[config.mk]
export PLATFORM = sky130hd
export DESIGN_NAME = muldiv_sequencer
export DESIGN_NICKNAME = d
export VERILOG_FILES = /design/src/rtl/muldiv_sequencer.sv
export SDC_FILE = /design/constraint.sdc
export NUM_CORES = 1
export LEC_CHECK = 0
export ABC_AREA = 1
export CORE_MARGIN = 3
export CORE_UTILIZATION = 65
export CTS_CLUSTER_SIZE = 28
export DETAILED_ROUTE_END_ITERATION = 8
export PLACE_DENSITY = 0.92
export SLEW_MARGIN = 10
export SYNTH_ARGS = -nofsm -noshare
export SYNTH_HDL_FRONTEND = slang
export SYNTH_SLANG_ARGS = --single-unit
[constraint.sdc]
create_clock -name clk -period 12.58 [get_ports clk]
set_clock_uncertainty 0.05 [all_clocks]
set_input_delay 1.887 -clock clk [delete_from_list [all_inputs] [get_ports clk]]
set_output_delay 1.887 -clock clk [all_outputs]
set_load 0.005 [all_outputs]
[src/rtl/muldiv_sequencer.sv]
// muldiv_sequencer: multi-cycle unsigned multiply/divide unit beside EXE.
// One radix-2 iteration per clock (shift-add multiply, restoring divide).
// The pipeline is frozen while the unit works. The selected result is then
// presented for a single DONE cycle, and the freeze is released in that cycle.
module muldiv_sequencer #(
  parameter int WIDTH = 32,  // operand/result width
  parameter int CNT_W = 6    // iteration counter width, 2**CNT_W > WIDTH
) (
  input  logic             clk,
  input  logic             rst,
  input  logic             start,
  input  logic [1:0]       op,
  input  logic [WIDTH-1:0] val1,
  input  logic [WIDTH-1:0] val2,
  input  logic             abort,
  output logic             busy,
  output logic             freeze,
  output logic             done,
  output logic [WIDTH-1:0] result
);

  typedef enum logic [1:0] {
    S_IDLE = 2'b00,
    S_MUL  = 2'b01,
    S_DIV  = 2'b10,
    S_DONE = 2'b11
  } state_e;

  localparam logic [CNT_W-1:0] LAST_CNT = CNT_W'(WIDTH - 1);

  // Architectural state.
  // acc_q is shared by both operations:
  //   MUL: {product high, multiplier / product low}.
  //   DIV: {partial remainder, dividend / quotient}.
  // opnd_q holds the multiplicand (MUL) or the divisor (DIV).
  state_e             state_q,  state_d;
  logic [2*WIDTH-1:0] acc_q,    acc_d;
  logic [WIDTH-1:0]   opnd_q,   opnd_d;
  logic               hi_sel_q, hi_sel_d;   // op[0]: take upper half of acc
  logic [CNT_W-1:0]   cnt_q,    cnt_d;
  logic               busy_q,   busy_d;
  logic               done_q,   done_d;
  logic [WIDTH-1:0]   result_q, result_d;

  // Iteration datapath.
  logic               accept;
  logic               last_iter;
  logic [WIDTH:0]     mul_sum;
  logic [2*WIDTH-1:0] mul_next;
  logic [WIDTH:0]     div_shift;
  logic [WIDTH:0]     div_diff;
  logic [WIDTH:0]     div_rem_full;
  logic               div_ge;
  logic [2*WIDTH-1:0] div_next;
  logic               unused_rem_msb;

  // A new op is taken only from IDLE or DONE, and never alongside abort.
  assign accept    = start & ~abort & ((state_q == S_IDLE) | (state_q == S_DONE));
  assign last_iter = (cnt_q == LAST_CNT);

  // The freeze must be combinational. The stall has to apply in the very cycle
  // the op is accepted, because EXE must not advance past the instruction that
  // owns the unit.
  assign freeze = accept | busy_q;
  assign busy   = busy_q;
  assign done   = done_q;
  assign result = result_q;

  // One iteration of each algorithm, computed from the current accumulator.
  always_comb begin
    // Multiply: add the multiplicand into the high half when the current
    // multiplier bit is set. Then shift the whole product right by one bit.
    // The carry out of the add becomes the new MSB.
    mul_sum  = {1'b0, acc_q[2*WIDTH-1:WIDTH]} + (acc_q[0] ? {1'b0, opnd_q} : '0);
    mul_next = {mul_sum, acc_q[WIDTH-1:1]};

    // Restoring divide: shift the next dividend bit into the remainder, and
    // subtract the divisor when it fits. The quotient bit enters at the LSB
    // of the shrinking dividend field. A zero divisor always "fits", so the
    // quotient comes out all ones and the remainder comes out as the dividend.
    div_shift    = {acc_q[2*WIDTH-1:WIDTH], acc_q[WIDTH-1]};
    div_ge       = (div_shift >= {1'b0, opnd_q});
    div_diff     = div_shift - {1'b0, opnd_q};
    div_rem_full = div_ge ? div_diff : div_shift;
    div_next     = {div_rem_full[WIDTH-1:0], acc_q[WIDTH-2:0], div_ge};
  end

  // The restored remainder is always below the divisor, so its top bit is 0.
  assign unused_rem_msb = div_rem_full[WIDTH];

  // Next-state and datapath control for the sequencer.
  always_comb begin
    // NOTE: every _d defaults to its current value before the case statement.
    // This way no path through the block leaves a signal unassigned, which
    // would otherwise infer a latch.
    state_d  = state_q;
    acc_d    = acc_q;
    opnd_d   = opnd_q;
    hi_sel_d = hi_sel_q;
    cnt_d    = cnt_q;
    result_d = result_q;

    unique case (state_q)
      S_IDLE, S_DONE: begin
        if (accept) begin
          // The multiplier or the dividend goes into the low half of acc.
          // The other operand is kept in opnd_q.
          state_d  = op[1] ? S_DIV : S_MUL;
          acc_d    = {{WIDTH{1'b0}}, (op[1] ? val1 : val2)};
          opnd_d   = op[1] ? val2 : val1;
          hi_sel_d = op[0];
          cnt_d    = '0;
        end else begin
          // DONE lasts a single cycle.
          state_d = S_IDLE;
        end
      end

      S_MUL, S_DIV: begin
        if (abort) begin
          // The op is killed: no done pulse, and result is left untouched.
          state_d = S_IDLE;
        end else begin
          acc_d = (state_q == S_MUL) ? mul_next : div_next;
          if (last_iter) begin
            state_d  = S_DONE;
            // MULU low / DIVU quotient come from the low half of acc.
            // MULU high / REMU remainder come from the high half.
            result_d = hi_sel_q ? acc_d[2*WIDTH-1:WIDTH] : acc_d[WIDTH-1:0];
          end else begin
            cnt_d = cnt_q + CNT_W'(1);
          end
        end
      end

      default: state_d = S_IDLE;
    endcase

    // busy and done are registered copies of the next state's decode.
    busy_d = (state_d == S_MUL) | (state_d == S_DIV);
    done_d = (state_d == S_DONE);
  end

  // All sequencer state is registered here. Reset is asynchronous.
  always_ff @(posedge clk or posedge rst) begin
    if (rst) begin
      state_q  <= S_IDLE;
      acc_q    <= '0;
      opnd_q   <= '0;
      hi_sel_q <= 1'b0;
      cnt_q    <= '0;
      busy_q   <= 1'b0;
      done_q   <= 1'b0;
      result_q <= '0;
    end else begin
      // NOTE: non-blocking assignments here. All flops then update together
      // from the values computed in the previous cycle, regardless of the
      // order of the statements.
      state_q  <= state_d;
      acc_q    <= acc_d;
      opnd_q   <= opnd_d;
      hi_sel_q <= hi_sel_d;
      cnt_q    <= cnt_d;
      busy_q   <= busy_d;
      done_q   <= done_d;
      result_q <= result_d;
    end
  end

endmodule

== Word-level counts from Yosys, hierarchy flattened ==
Index checks and enable logic that the tools add are counted.

* Reductions and logical operators: 7
* Bitwise operators: 6
* Add/subtract/negate cells: 3
* Magnitude comparators: 1
* Equal/unequal tests: 10
* Mux-type cells: 18

{| class="wikitable"
|+ Operators with widths
! operator !! number
|-
| 64-bit 2-to-1 mux || 3
|-
| 32-bit 2-to-1 mux || 5
|-
| 64-bit case mux with 2 select lines || 1
|-
| 32-bit by 32-bit adder with 33-bit output || 1
|-
| 33-bit by 32-bit greater-or-equal comparator with 1-bit output || 1
|-
| 32-bit subtractor || 1
|-
| 6-bit 2-to-1 mux || 3
|-
| 6-bit case mux with 2 select lines || 1
|-
| 2-bit == test (second input constant) || 4
|-
| 2-bit 2-to-1 mux || 4
|-
| 6-bit by 1-bit adder with 6-bit output (second input constant) || 1
|-
| 6-bit by 5-bit == test with 1-bit output (second input constant) || 1
|-
| 2-bit != test (second input constant) || 3
|-
| 3-bit AND reduction || 2
|-
| 2-bit by 1-bit == test with 1-bit output (second input constant) || 2
|-
| 2-bit case mux with 2 select lines || 1
|-
| 2-bit AND reduction || 2
|-
| 2-bit OR reduction || 2
|-
| 1-bit bitwise OR || 3
|-
| 1-bit bitwise AND || 2
|-
| 2-bit zero test || 1
|-
| 1-bit NOT || 1
|}

* Register bits: 139
* Output and inout bits: 35
* Bits of input ports: 70
* Word-level logic and storage cells: 53

== Depth between registers and ports, before layout ==
* Depth after elaboration: 7
* Gate-level depth with buffers: 22
* Mapped depth without buffers: 20

== Worst setup path before layout ==
OpenSTA, ideal clock, no wires.

* Kind: input-to-output
* Start point: input port start
* End point: output port freeze
* Data arrival time: 2.621 ns
* Cell stages on the path: 4
* Setup slack: 8.022 ns
* Cells stage by stage: nand2_1 > nor2_2 > clkbuf_1 > or2_2

* Longest elaborated chain between the ends: 3

{| class="wikitable"
|+ RTL lines
! what !! RTL line !! RTL
|-
| start: declaration || 11 || <nowiki>input logic start,</nowiki>
|-
| 1-bit bitwise AND (2 in a row) || 58 || <nowiki>assign accept = start & ~abort & ((state_q == S_IDLE) | (state_q == S_DONE));</nowiki>
|-
| 1-bit bitwise OR || 64 || <nowiki>assign freeze = accept | busy_q;</nowiki>
|-
| end: declaration || 17 || <nowiki>output logic freeze,</nowiki>
|}

No other way between the ends.

== Worst setup path after layout ==
* Start point: input port abort
* End point: output port freeze

* Longest elaborated chain between the ends: 4

{| class="wikitable"
|+ RTL lines
! what !! RTL line !! RTL
|-
| start: declaration || 15 || <nowiki>input logic abort,</nowiki>
|-
| 1-bit NOT (no line) || - ||
|-
| 1-bit bitwise AND (2 in a row) || 58 ||
|-
| 1-bit bitwise OR || 64 ||
|}

No other way between the ends.

==> run_results.csv <==
group,metric,value,unit
layout,drive_above_1_share,0.0372,
critical_path,worstReg2RegEnd,"busy",
layout,nFillCells,1476,
outcome,run_status,"complete, no violations",
logic_synthesis,yosys_warnings,0,
route,drt_pass1_iterations,9,
logic_synthesis,postSynth.topFlopCell,"dfrtp_1",
hold_path,hp-class,"register to register",
logic_synthesis,number_of_distinct_library_cells_after_synthesis,44,
sta,final_hold_viol_count,0,
sta,grt_setup_unrepaired,"no",
sta,setup_viol,0,
critical_path,critPathSlowestCell,"clkdlybuf4s50_1",
logic_synthesis,synth-async-reset-ratio,1.00,
sta,fin_setup_tns,0,ns
critical_path,worst-path-max-fanout,2,
critical_path,timing_worst_setup_path_type,"primary input to primary output",
logic_synthesis,yosysTopAreaCellShare,0.278,
layout,antenna_cells,0,
route,route.detailed.vias_per_inst,6.24,
floorplanning,placement_rows,50,
floorplanning,die_width,145,µm
cts,clock_tree.htree_level_count,4,
sta,max-slew-margin-rel,0.247,
cts,cts-root-to-sink-buffers,2,
floorplanning,floorplan.initialDensity,0.665,
sta,worst_hold_slack,0.434,ns
logic_synthesis,synth_enable_flop_cells,0,
route,route.final.wire_length,47900,µm
logic_synthesis,synth.top_cells.by_area,"dfrtp_1 28%, nand2_1 20%, inv_1 9.7%, nand3_1 8.3%, ha_1 6.7%",
cts,post_cts_resize_count,0,
logic_synthesis,synth_cells,2029,
global_route,grt_pass1_vias,13700,
route,vias,14700,
critical_path,startpoint_type,"primary input",
cts,post-cts-setup-buffers,0,
global_route,overflow,0,
global_route,grt_util_all_layers,0.454,
cts,cts-root-buf,"clkbuf_16",
critical_path,worst_path_largest_cell_delay,0.59,ns
floorplanning,design.core.area,0.0188,mm²
route,first_iter_violations,2427,
layout,multiInputGateArea,0.00748,mm²
critical_path,critical_path.endpoint_type,"primary output",
critical_path,r2r_setup_slack,8.62,ns
layout,layout-area-overhead-vs-synth,13.4,%
global_route,grt_antenna_before_repair,1,
route,drcViolationCount,0,
sta,maxSlewViolCount,0,
hold_path,holdCritStartpoint,"result[25]",
logic_synthesis,syn_nets,2168,
cts,post_cts_hold_buffer_count,0,
placement,routabilityCongestion,1.05,
critical_path,critical-path-top-cell-by-count,"clkdlybuf4s50_1",
floorplanning,fp.dieH,145,µm
global_route,grt_pass1_wl,73300,µm
critical_path,cp_data_required_time,10.64,ns
pwr,p_leak,7.64,nW
cts,cts_buffers,17,
global_route,grt_max_degree,82,
route,detail-route-antenna-nets,0,
critical_path,crit_start,"abort",
flow_run,timing.max_cap.violations,0,
critical_path,worst-path-buf-inv,2,
logic_synthesis,synth_seq_cells,139,
critical_path,worst_r2r_startpoint,"state_q[1]",
logic_synthesis,syn_area,0.0125,mm²
layout,area.sequential,0.00348,mm²
placement,port_buffers,104,
critical_path,crit_path_cell_trace,"clkdlybuf4s50_1 -> nor2_4 -> or2_2 -> clkdlybuf4s50_1",
cts,clk_latency_worst_skew_pair,0.45,ns
cts,cts_tree,"yes",
route,wire_per_inst,20.3,µm
pwr,largest_vdd_supply_drop,0.000120,V
cts,cts.clk_slew.worst_paths,0.07,ns
logic_synthesis,synthesized_area_divided_by_synthesized_cell_count,6.18,µm²
floorplanning,die_area,0.0210,mm²
pwr,power_per_cell_area,238,mW/mm²
critical_path,critical_path.top_delay_family,"buffers and inverters",
cts,number_of_clock_sinks_seen_by_cts,139,
hold_path,worst_hold_path.num_cells,2,
sta,finalCritPeriodShare,0.414,
logic_synthesis,cell_taking_the_most_area_after_synthesis,"dfrtp_1",
sta,post-route-min-period,5.21,ns
floorplanning,boundary_pins,105,
hold_path,hold_path_end,"result[25]",
layout,fin_nets,2222,
placement,dp.final_hpwl,34900,µm
sta,fmax,0.192,GHz
logic_synthesis,yosysSeqAreaShare,0.278,
critical_path,reg2regPathDepth,9,
critical_path,worstPathArrival,3.28,ns
pwr,power,3.38,mW
sta,tightestPinTransition,1.13,ns
worst reg2reg max path, stage by stage (launching register included):
cell      delay [ns]
dfrtp_1         0.38
inv_1           0.09
ha_2            0.42
nor2_4          0.15
buf_4           0.56
clkinv_1        0.77
nor2_1          0.35
inv_2           0.45
o211ai_1        0.33
ha_1            0.30
cells in the final DEF (no fill, tap or decap), types with 3 or more instances in the layout:
cell and instances:
nand3_1 208, clkbuf_16 17, xor2_1 6, inv_6 5
nor3_1 12, or2_2 6, nor4_1 4, inv_8 4
and2_1 3, dfrtp_1 139, clkinvlp_4 3, a21oi_1 101
o311ai_0 7, nor2_1 127, nor2_4 4, ha_1 66
clkdlybuf4s50_1 103, xnor2_1 13, nor2_2 7, inv_2 4
buf_4 9, o211ai_1 27, o21ai_1 26, o221ai_1 36
mux2i_1 12, o21ai_0 78, nand2_2 7, nand4_1 22
inv_1 321, nand2_1 684, o21bai_1 4, nand3b_1 6
sequential cells by signal, summed over array words and instances (netlist names):
signal,flops
acc_q,64
result,32
cnt_q,6
done,1
hi_sel_q,1
state_q,2
opnd_q,32
busy,1
worst max path at each step:
stage / slack [ns] / endpoint / cells past startpoint
final: 7.37 / freeze / 4
after global routing: 7.33 / freeze / 4
after CTS: 7.36 / freeze / 4
after detailed placement: 7.35 / busy / 8
after global placement: 7.41 / freeze / 4
after floorplan: 6.92 / acc_q[0] / 1
per-stage QoR:
| stage | setup slack (ns) | utilization | area (µm²) | std cells |
|---|---|---|---|---|
| global route | 7.33 | 0.754 | 14200 | 2356 |
| floorplan | 6.92 | - | 12500 | 2029 |
| global placement | 7.41 | 0.724 | 13600 | 2324 |
| finish | 7.37 | 0.754 | 14200 | 2356 |
| detailed placement | 7.35 | 0.724 | 13600 | 2324 |
| CTS | 7.36 | 0.754 | 14200 | 2356 |
cell usage after synthesis, types with 3 or more instances:
library cell  instances
nand2_1             684
inv_1               323
nand3_1             208
dfrtp_1             139
nor2_1              127
a21oi_1             101
o21ai_0              78
ha_1                 67
clkbuf_1             51
o221ai_1             36
o211ai_1             27
o21ai_1              26
nand4_1              22
buf_2                14
xnor2_1              13
mux2i_1              12
nor3_1               12
nor2_2                9
nand2_2               7
o311ai_0              7
buf_1                 6
nand3b_1              6
or2_2                 6
xor2_1                6
buf_6                 4
nor4_1                4
o21bai_1              4
and2_1                3
buf_4                 3
inv_2                 3
report_power, final:
part	switching [mW]	leakage (nW)	internal (mW)
combinational	1.50	5.55	0.684
clock	0.232	0.279	0.280
sequential	0.125	1.81	0.555
area by class of cell:
class | count | area share
sequential | 139 | 0.245
multi-input combinational | 1484 | 0.527
inverter | 328 | 0.0870
timing repair buffer | 113 | 0.0777
clock buffer | 17 | 0.0299
clock inverter | 15 | 0.0109
tap | 260 | 0.0229
per-layer routing:
metal | wire length [µm] | track usage | vias up
met5 | 11 | 0 | -
met4 | 2370 | 0.166 | 2
met3 | 7750 | 0.155 | 261
met2 | 20000 | 0.685 | 1240
met1 | 17700 | 0.610 | 6562
li1 | - | - | 6629
cells by family after synthesis:
logic type	after synthesis	share of synthesized area
AO/OA/AOI/OAI	289	0.137
XOR/XNOR	19	0.0133
adder cells (fa/ha/maj)	69	0.0701
buffers and inverters	406	0.126
flip-flops	139	0.278
multiplexers	12	0.00959
AND/OR/NAND/NOR	1095	0.367
No activity file was read; power rests on OpenSTA's default activity.
